**src/rtl/key_event_decoder.sv**
```systemverilog
// ---------------------------------------------------------------------------
// key_event_decoder
//   Conditions one front-panel push button. The raw pad goes through a
//   two-flop synchroniser and a debouncer. The stable level then drives a
//   small hold FSM that emits single-cycle press / release / long-press /
//   auto-repeat events. Use one instance per key.
//
// Optional feature (macro KEY_AUTO_REPEAT_EN):
//   defined   - LONG state emits repeat_pulse every REPEAT_CYCLES
//   undefined - repeat_pulse is tied low and the hold counter parks in LONG
//
// Ports:
//   clk           in   system clock, rising edge
//   rst           in   asynchronous active-high reset
//   key_in        in   raw pad, active-high, asynchronous, may bounce
//   key_level     out  debounced, registered key level
//   press_pulse   out  one-cycle pulse on debounced press
//   release_pulse out  one-cycle pulse on debounced release
//   long_pulse    out  one-cycle pulse LONG_CYCLES after press_pulse
//   repeat_pulse  out  one-cycle pulse every REPEAT_CYCLES after long_pulse
//   held          out  high while the FSM is outside IDLE
// ---------------------------------------------------------------------------
module key_event_decoder #(
    parameter int DEBOUNCE_CYCLES = 16,
    parameter int LONG_CYCLES     = 1000,
    parameter int REPEAT_CYCLES   = 200
) (
    input  logic clk,
    input  logic rst,
    input  logic key_in,
    output logic key_level,
    output logic press_pulse,
    output logic release_pulse,
    output logic long_pulse,
    output logic repeat_pulse,
    output logic held
);

    localparam int DB_W     = $clog2(DEBOUNCE_CYCLES);
    localparam int HOLD_MAX = (LONG_CYCLES > REPEAT_CYCLES) ? LONG_CYCLES : REPEAT_CYCLES;
    localparam int HOLD_W   = $clog2(HOLD_MAX);

    localparam logic [DB_W-1:0]   DB_LAST   = DB_W'(DEBOUNCE_CYCLES - 1);
    localparam logic [HOLD_W-1:0] LONG_LAST = HOLD_W'(LONG_CYCLES - 1);
`ifdef KEY_AUTO_REPEAT_EN
    localparam logic [HOLD_W-1:0] REP_LAST  = HOLD_W'(REPEAT_CYCLES - 1);
`endif

    typedef enum logic [1:0] {
        IDLE    = 2'd0,
        PRESSED = 2'd1,
        LONG    = 2'd2
    } state_t;

    state_t            state_q;
    logic              s1_q, s2_q;
    logic [DB_W-1:0]   db_cnt_q, db_cnt_d;
    logic [HOLD_W-1:0] hold_q;
    logic              level_d;
    logic              rise, fall;

    // Debounce next state. The level flips on the same edge the counter
    // would otherwise pass its terminal value, so the FSM can react to the
    // new level in that same cycle and its pulses line up with key_level.
    always_comb begin
        db_cnt_d = '0;
        level_d  = key_level;
        if (s2_q != key_level) begin
            if (db_cnt_q == DB_LAST) begin
                level_d = s2_q;
            end else begin
                db_cnt_d = db_cnt_q + 1'b1;
            end
        end
    end

    assign rise = level_d & ~key_level;
    assign fall = ~level_d & key_level;

    always_ff @(posedge clk or posedge rst) begin
        if (rst) begin
            s1_q          <= 1'b0;
            s2_q          <= 1'b0;
            db_cnt_q      <= '0;
            key_level     <= 1'b0;
            hold_q        <= '0;
            state_q       <= IDLE;
            press_pulse   <= 1'b0;
            release_pulse <= 1'b0;
            long_pulse    <= 1'b0;
`ifdef KEY_AUTO_REPEAT_EN
            repeat_pulse  <= 1'b0;
`endif
            held          <= 1'b0;
        end else begin
            s1_q          <= key_in;
            s2_q          <= s1_q;
            db_cnt_q      <= db_cnt_d;
            key_level     <= level_d;
            press_pulse   <= 1'b0;
            release_pulse <= 1'b0;
            long_pulse    <= 1'b0;
`ifdef KEY_AUTO_REPEAT_EN
            repeat_pulse  <= 1'b0;
`endif
            unique case (state_q)
                IDLE: begin
                    if (rise) begin
                        press_pulse <= 1'b1;
                        hold_q      <= '0;
                        state_q     <= PRESSED;
                        held        <= 1'b1;
                    end
                end
                PRESSED: begin
                    // Release is tested first so it wins over long_pulse.
                    if (fall) begin
                        release_pulse <= 1'b1;
                        hold_q        <= '0;
                        state_q       <= IDLE;
                        held          <= 1'b0;
                    end else if (hold_q == LONG_LAST) begin
                        long_pulse <= 1'b1;
                        hold_q     <= '0;
                        state_q    <= LONG;
                    end else begin
                        hold_q <= hold_q + 1'b1;
                    end
                end
                LONG: begin
                    if (fall) begin
                        release_pulse <= 1'b1;
                        hold_q        <= '0;
                        state_q       <= IDLE;
                        held          <= 1'b0;
                    end
`ifdef KEY_AUTO_REPEAT_EN
                    else if (hold_q == REP_LAST) begin
                        repeat_pulse <= 1'b1;
                        hold_q       <= '0;
                    end else begin
                        hold_q <= hold_q + 1'b1;
                    end
`endif
                end
                default: begin
                    hold_q  <= '0;
                    state_q <= IDLE;
                    held    <= 1'b0;
                end
            endcase
        end
    end

`ifndef KEY_AUTO_REPEAT_EN
    assign repeat_pulse = 1'b0;
`endif

endmodule

```
**config.mk**
```make
export PLATFORM = sky130hd
export DESIGN_NAME = key_event_decoder
export DESIGN_NICKNAME = d
export VERILOG_FILES = /design/src/rtl/key_event_decoder.sv
export SDC_FILE = /design/constraint.sdc
export NUM_CORES = 1
export LEC_CHECK = 0
export BUFFER_PORTS_ARGS = -buffer_cell sky130_fd_sc_hd__buf_2
export CORE_UTILIZATION = 30
export CTS_BUF_LIST = sky130_fd_sc_hd__clkbuf_16
export DETAILED_ROUTE_END_ITERATION = 7
export MAX_ROUTING_LAYER = met4
export PLACE_DENSITY = 0.52
export SLEW_MARGIN = 30
export SYNTH_ARGS = -nofsm -noshare
export SYNTH_HDL_FRONTEND = slang
export SYNTH_SLANG_ARGS = --single-unit
```
**constraint.sdc**
```tcl
create_clock -name clk -period 2.4 [get_ports clk]
set_input_delay 0.12 -clock clk [delete_from_list [all_inputs] [get_ports clk]]
set_output_delay 0.12 -clock clk [all_outputs]
set_load 0.005 [all_outputs]
```
==> impl_metrics.tcl, run 1 <==
set metrics [dict create \
    outcome "complete, no violations" \
    maxCapViolations 0 \
    grt_pass1_vias 926 \
    yosys.area_share.simple 0.212 \
    die_area_mm2 0.00437 \
    dpl.cell_count 175 \
    grt.total_usage 0.132 \
    wl_mm 2.48 \
    yosysSeqAreaShare 0.467 \
    slew_violations 0 \
    rsz0062_at_grt "no" \
    grt_pass1_wl_mm 4.21 \
    h-tree-depth 1 \
    cts_tree "built" \
    rows 22 \
    fin_crit_sh 0.889 \
    synth_compound_area_frac 0.195 \
    layout_min_cycle_time_ps 2130 \
    synth_warnings 0 \
    ir_drop_mv 0.374 \
    cellPowerDensity_mw_per_mm2 778 \
    synthTopCellsByArea "dfrtp_1 47%, ha_1 5.1%, a21oi_1 4.9%" \
    final_cells 181 \
    path_class "flip-flop to flip-flop" \
    cp.arrival_ps 2320 \
    wl_per_cell_um 13.7 \
    slew_headroom 0.550 \
    start_kind "flip-flop" \
    grt_max_degree 24 \
    finish.net_count 142 \
    synthArstFlopShare 1.00 \
    cts_resized 0 \
    yosys.area.top_type "dfrtp_1" \
    synth_edf_count 0 \
    path_clk_slew_ps 60 \
    die_w_um 66.1 \
    synth_mux_area_frac 0.0172 \
    n_fill_cell 370 \
    synth.avg_cell_area_um2 10.2 \
    start_util 0.325 \
    clk-insertion-delay-late_ps 260 \
    setup-tns-final_ps 0 \
    fmax_mhz 469 \
    netlist_area_mm2 0.00123 \
    drc 0 \
    dieHeight_um 66.1 \
    gp_congestion 0.808 \
    synth_top_family_by_area "simple AND/OR/NAND/NOR gates" \
    holdCritPathClass "flip-flop to flip-flop" \
    final_util 0.376 \
    synth-adder-area-share 0.0507 \
    cts_buffers 3 \
    leakagePower_nw 0.612 \
    clock_path_buffers 2 \
    postSynthCellCount 121 \
    diodes 0 \
    yosysMostFrequentCell "dfrtp_1" \
    synthDominantCellAreaShare 0.467 \
    vias 945 \
    drtIter0Drc 23 \
    synthXorXnorAreaFrac 0.00710 \
    portBuffers 7 \
    drtPass1Iterations 4 \
    cp_data_required_time_ps 2590 \
    p_total_w 0.00111 \
    overflow 0 \
    ys_ff_latch 23 \
    ys_types 41 \
    tightest_slew_ps 674 \
    synth_flop_cell "dfrtp_1" \
    drtAntennaViolNets 0 \
    clock_skew_ps 3.60 \
    synth_nets 129 \
    cts-root-buf "clkbuf_16" \
    viasPerCell 5.22 \
    coreArea_mm2 0.00380 \
    hpwl_mm 1.78 \
    cp-end-kind "flip-flop" \
    drive_above_1_share 0.195 \
    antenna_found_initial 0 \
    final_hold_viol_count 0 \
    setup-violations-final 0 \
    cts_num_sinks 23 \
    synth_common_cells "23 x dfrtp_1, 12 x a21oi_1, 8 x inv_1" \
    syn_to_final_growth_pct 15.8 \
    path_max_fanout 11 \
    io_pins 9 \
]
==> metrics by stage <==
| step | area (µm²) | setup slack (ps) | hold WS, ps |
|---|---|---|---|
| after detailed placement | 1330 | 280 | 235 |
| after floorplan | 1230 | 530 | 122 |
| final | 1430 | 266 | 350 |
| after global routing | 1430 | 83.3 | 362 |
| after global placement | 1330 | 375 | 230 |
| after CTS | 1420 | 258 | 88.3 |
==> critical path, stage by stage, from the launching register on <==
cell and delay, ps:
dfrtp_1 390, ha_1 220, and3_1 330, a21oi_1 270
or4_2 700, a21oi_1 160
==> cell type report <==
class	instances	area, µm²	share of cell area
inverter	8	30.0	0.0210
multi-input combinational	85	598	0.419
timing repair buffer	13	85.1	0.0595
clock buffer	3	75.1	0.0525
tap	48	60.1	0.0420
clock inverter	1	5.00	0.00350
sequential	23	576	0.403
==> path summary, 6_finish.rpt <==
| path | endpoint | cells past startpoint | start | slack (ps) |
|---|---|---|---|---|
| max | hold_q[5] | 5 | db_cnt_q[0] | 270 |
| min in group asynchronous | hold_q[5] | 3 | rst | 430 |
| max reg2reg | hold_q[5] | 5 | db_cnt_q[0] | 270 |
| min | s2_q | 0 | s1_q | 350 |
| max in group asynchronous | release_pulse | 3 | rst | 1630 |
| min reg2reg | s2_q | 0 | s1_q | 350 |
==> power breakdown <==
group | internal (W) | total (W) | switching (W)
Clock | 0.000224 | 0.000364 | 0.000140
Combinational | 0.000110 | 0.000293 | 0.000183
Sequential | 0.000423 | 0.000454 | 0.0000308
==> cells in the final DEF (no fill, tap or decap), types with 2 or more instances in the layout <==
master         count
o21ai_0            4
and3_1             2
dlygate4sd3_1      2
a21oi_1           12
buf_2              7
buf_4              4
a2111o_1           3
o41ai_1            2
dfrtp_1           23
inv_1              7
a21boi_0           2
or4_1              5
nor2_1             4
and2_1             2
clkbuf_16          3
ha_1               5
o211ai_1           2
o31ai_1            4
nand3_1            5
and2b_2            2
nand2_1            7
nand4_1            3
==> cells by family (layout without fill, tap and decap cells) <==
group / after synthesis / count (layout)
compound gates: 33 / 33
xor+xnor: 1 / 1
fa+ha+maj: 5 / 5
buf+inv: 13 / 25
flops: 23 / 23
mux: 2 / 2
other cells: 1 / 1
simple gates: 43 / 43
==> state kept, by name, summed over array words and instances (netlist names) <==
name,flops
s1_q,1
db_cnt_q,4
s2_q,1
key_level,1
hold_q,10
held,1
release_pulse,1
long_pulse,1
state_q,2
press_pulse,1
==> timing repair <==
| item | 4_1_cts | 5_1_grt |
|---|---|---|
| setup endpoints to repair | 0 | 0 |
| hold buffers | 1 | 1 |
| buffers inserted | 0 | 0 |
| endpoints found under the hold margin | 1 | 23 |
==> metal layers <==
layer  track usage  routed length [µm]  share of wire  vias to the layer above
met1         0.176                1270           0.51                      455
met4        0.0718                  55          0.022                        0
met3        0.0103                  47          0.019                        5
li1              -                   -              -                      471
met5             -                   0              0                        -
met2         0.196                1110           0.45                       14
Note: power is estimated with default switching activity, not from simulation.
==> inputs of run 2 (changes only) <==
--- a/config.mk
+++ b/config.mk
@@ -6,6 +6,7 @@
 export NUM_CORES = 1
 export LEC_CHECK = 0
 export BUFFER_PORTS_ARGS = -buffer_cell sky130_fd_sc_hd__buf_2
+export CORE_ASPECT_RATIO = 0.9
 export CORE_UTILIZATION = 30
 export CTS_BUF_LIST = sky130_fd_sc_hd__clkbuf_16
 export DETAILED_ROUTE_END_ITERATION = 7
==> impl_metrics.tcl, run 2 (synthesis gave the netlist of run 1 again) <==
set metrics [dict create \
    path_max_fanout 11 \
    die_area_mm2 0.00437 \
    rsz0062_at_grt "no" \
    setup_slack_ps 190 \
    vias 940 \
    fin_crit_sh 0.921 \
    grt.total_usage 0.126 \
    holdCritPathClass "flip-flop to flip-flop" \
    ir_drop_mv 0.353 \
    slew_violations 0 \
    wl_per_cell_um 13.8 \
    post_cts_buffers 0 \
    final_util 0.374 \
    wl_mm 2.48 \
    layout_common_cells "23 x dfrtp_1, 12 x a21oi_1, 7 x inv_1, 7 x nand2_1, 7 x buf_2" \
    cellPowerDensity_mw_per_mm2 782 \
    grt_pass1_wl_mm 4.28 \
    clk-insertion-delay-late_ps 260 \
    leakagePower_nw 0.614 \
    largest_reg_flops 10 \
    slew_headroom 0.447 \
    largest_register "hold_q" \
    fmax_mhz 452 \
    hold_slack_ps 351 \
    mostFrequentLayoutCell "dfrtp_1" \
    setup-violations-final 0 \
    reg.largest.list "hold_q (10), db_cnt_q (4), state_q (2)" \
    r2r.worst_path.cells 5 \
    tightest_slew_ps 824 \
    drtAntennaViolNets 0 \
    clock_path_buffers 2 \
    dieHeight_um 62.8 \
    cp.arrival_ps 2400 \
    grt_max_degree 24 \
    grt_pass1_vias 914 \
    clock_skew_ps 6.56 \
    final_hold_viol_count 0 \
    cts_tree "built" \
    outcome "complete, no violations" \
    cts_num_sinks 23 \
    hpwl_mm 1.79 \
    syn_to_final_growth_pct 16.2 \
    layout_min_cycle_time_ps 2210 \
    viasPerCell 5.22 \
    drtPass1Iterations 4 \
    gp_congestion 0.759 \
    die_w_um 69.6 \
    finish.net_count 143 \
    io_pins 9 \
    n_fill_cell 388 \
    cts_resized 0 \
    start_util 0.322 \
    diodes 0 \
    worst_hold_path.num_cells 0 \
    cp_data_required_time_ps 2590 \
    cts_buffers 3 \
    drtIter0Drc 40 \
    cts-root-buf "clkbuf_16" \
    path_clk_slew_ps 60 \
    ctsHoldBuffers 1 \
    start_kind "flip-flop" \
    setup-tns-final_ps 0 \
    drc 0 \
    portBuffers 7 \
    dp_slack_ps 178 \
    rows 21 \
    h-tree-depth 1 \
    drive_above_1_share 0.194 \
    cp-end-kind "flip-flop" \
    maxCapViolations 0 \
    coreArea_mm2 0.00384 \
    overflow 0 \
    antenna_found_initial 0 \
    path_class "flip-flop to flip-flop" \
]
run 2: cell count changes in the layout (fill, tap and decap cells not counted), sizes merged:
cell / change
clkinv: +1
inv: -1
buf: +1
run 2: path summary, 6_finish.rpt:
kind | end | startpoint | slack (ps)
max in group asynchronous | hold_q[6] | rst | 1540
min in group asynchronous | long_pulse | rst | 460
worst min register to register | s2_q | s1_q | 350
worst min-delay path | s2_q | s1_q | 350
worst max-delay path | hold_q[5] | db_cnt_q[0] | 190
worst max register to register | hold_q[5] | db_cnt_q[0] | 190
run 2: routing by layer:
layer  wire, µm  part of all wire  GRT usage  up-vias
met5          0                 0          -        -
li1           -                 -          -      471
met3         64             0.026     0.0387        2
met1       1370              0.55      0.182      458
met2       1030              0.41      0.167        9
met4         18            0.0073     0.0383        0
run 2: critical path, stage by stage (launching register included):
cell,delay [ps]
dfrtp_1,390
ha_1,210
and3_1,390
a21oi_1,300
or4_2,700
a21oi_1,160
run 2: metrics by stage:
step / cells / total power [W] / area (µm²)
floorplan: 121 / 0.000668 / 1230
global placement: 174 / 0.000757 / 1330
detailed placement: 174 / 0.000765 / 1330
CTS: 179 / 0.00114 / 1420
global route: 180 / 0.00120 / 1430
finish: 180 / 0.00112 / 1430
run 2: final cells by class:
type,instances,area [µm²],area share
Multi-Input combinational cell,85,598,0.417
Inverter,8,30.0,0.0209
Clock buffer,3,75.1,0.0524
Timing Repair Buffer,14,92.6,0.0646
Tap cell,46,57.6,0.0401
Clock inverter,1,5.00,0.00349
Sequential cell,23,576,0.401
run 2: where the power goes:
group	internal, W	total (W)	switching [W]	leakage, nW
Combinational	0.000120	0.000303	0.000183	0.264
Clock	0.000224	0.000360	0.000136	0.0409
Sequential	0.000423	0.000457	0.0000339	0.310
==> inputs of run 3 (changes only) <==
--- a/config.mk
+++ b/config.mk
@@ -5,13 +5,14 @@
 export SDC_FILE = /design/constraint.sdc
 export NUM_CORES = 1
 export LEC_CHECK = 0
-export BUFFER_PORTS_ARGS = -buffer_cell sky130_fd_sc_hd__buf_2
+export ABC_CLOCK_PERIOD_IN_PS = 2400
 export CORE_ASPECT_RATIO = 0.9
 export CORE_UTILIZATION = 30
 export CTS_BUF_LIST = sky130_fd_sc_hd__clkbuf_16
 export DETAILED_ROUTE_END_ITERATION = 7
+export DONT_BUFFER_PORTS = 1
 export MAX_ROUTING_LAYER = met4
-export PLACE_DENSITY = 0.52
+export PLACE_DENSITY = 0.51
 export SLEW_MARGIN = 30
 export SYNTH_ARGS = -nofsm -noshare
 export SYNTH_HDL_FRONTEND = slang
==> impl_metrics.tcl, run 3 (synthesis gave the netlist of run 1 again) <==
set metrics [dict create \
    cp_data_required_time_ps 2580 \
    setup-violations-final 0 \
    io_pins 9 \
    grt.total_usage 0.132 \
    fmax_mhz 491 \
    cts_num_sinks 23 \
    die_area_mm2 0.00437 \
    p_total_w 0.00112 \
    coreArea_mm2 0.00384 \
    cts_tree "built" \
    vias 933 \
    largest_register "hold_q" \
    cts_resized 0 \
    cts-root-buf "clkbuf_16" \
    post_dp_cell_area_mm2 0.00129 \
    path_class "flip-flop to flip-flop" \
    largest_reg_flops 10 \
    clock_path_buffers 2 \
    die_w_um 69.6 \
    layout_min_cycle_time_ps 2030 \
    h-tree-depth 1 \
    gp_congestion 0.935 \
    cp-end-kind "flip-flop" \
    finish.net_count 135 \
    dieHeight_um 62.8 \
    maxCapViolations 0 \
    grt_pass1_wl_mm 4.49 \
    drtPass1Iterations 4 \
    tightest_slew_ps 588 \
    cts_buffers 3 \
    start_util 0.322 \
    viasPerCell 5.42 \
    setup-tns-final_ps 0 \
    cellPowerDensity_mw_per_mm2 800 \
    clock_skew_ps 4.82 \
    wl_per_cell_um 14.5 \
    hpwl_mm 1.79 \
    portBuffers 0 \
    drive_above_1_share 0.151 \
    antenna_found_initial 0 \
    overflow 0 \
    rows 21 \
    ir_drop_mv 0.508 \
    slew_violations 0 \
    hold_slack_ps 339 \
    wl_mm 2.50 \
    fin_crit_sh 0.848 \
    grt_pass1_vias 915 \
    syn_to_final_growth_pct 13.0 \
    finalInstanceArea_mm2 0.00139 \
    clk-insertion-delay-late_ps 260 \
    mostFrequentLayoutCell "dfrtp_1" \
    rsz0062_at_grt "no" \
    post_cts_buffers 0 \
    leakagePower_nw 0.572 \
    n_fill_cell 382 \
    outcome "complete, no violations" \
    path_clk_slew_ps 60 \
    path_max_fanout 9 \
    ctsHoldBuffers 2 \
    reg2reg_setup_slack_ps 370 \
    drc 0 \
    start_kind "flip-flop" \
    final_hold_viol_count 0 \
    slew_headroom 0.607 \
    diodes 0 \
    layout_common_cells "23 x dfrtp_1, 12 x a21oi_1, 7 x inv_1, 7 x nand2_1" \
    drtAntennaViolNets 0 \
    grt_max_degree 24 \
    reg.largest.list "hold_q (10), db_cnt_q (4), state_q (2)" \
    drtIter0Drc 77 \
    holdCritPathClass "primary input to asynchronous set/reset pin" \
    cp.arrival_ps 2220 \
]
==> run 3: power breakdown <==
part           switching, W  internal (W)
clock              0.000145      0.000226
combinational      0.000181      0.000108
sequential        0.0000319      0.000423
==> run 3: area by class of cell <==
class	instances	area, µm²	share of cell area
multi-input combinational	85	598	0.429
clock inverter	1	7.51	0.00539
sequential	23	576	0.413
clock buffer	3	75.1	0.0539
timing repair buffer	6	50.0	0.0359
inverter	8	30.0	0.0215
tap	46	57.6	0.0413
==> run 3: per-stage QoR <==
step | utilization | setup WS [ps] | std cells
floorplan | - | 530 | 121
global placement | 0.337 | 440 | 166
detailed placement | 0.337 | 392 | 166
CTS | 0.363 | 370 | 172
global route | 0.363 | 197 | 172
finish | 0.363 | 365 | 172
==> run 3: final timing paths <==
| kind | from | to | cells after the start |
|---|---|---|---|
| worst max-delay path | db_cnt_q[0] | hold_q[3] | 6 |
| max in group asynchronous | rst | hold_q[5] | 2 |
| worst max register to register | db_cnt_q[0] | hold_q[3] | 6 |
| min in group clk | s1_q | s2_q | 0 |
| worst min-delay path | rst | state_q[0] | 2 |
| worst min register to register | s1_q | s2_q | 0 |
==> run 3: worst max-delay path: stages, from the launching register on <==
cell,delay (ps)
dfrtp_1,400
ha_1,230
and3_1,330
a21oi_1,160
buf_4,190
or4_1,500
a21oi_1,150
==> run 3: per-layer routing <==
metal	global-route usage	part of all wire	up-vias
met2	0.192	0.44	24
li1	-	-	461
met3	0.0403	0.050	2
met1	0.175	0.50	446
met5	-	0	-
met4	0.0383	0.0092	0
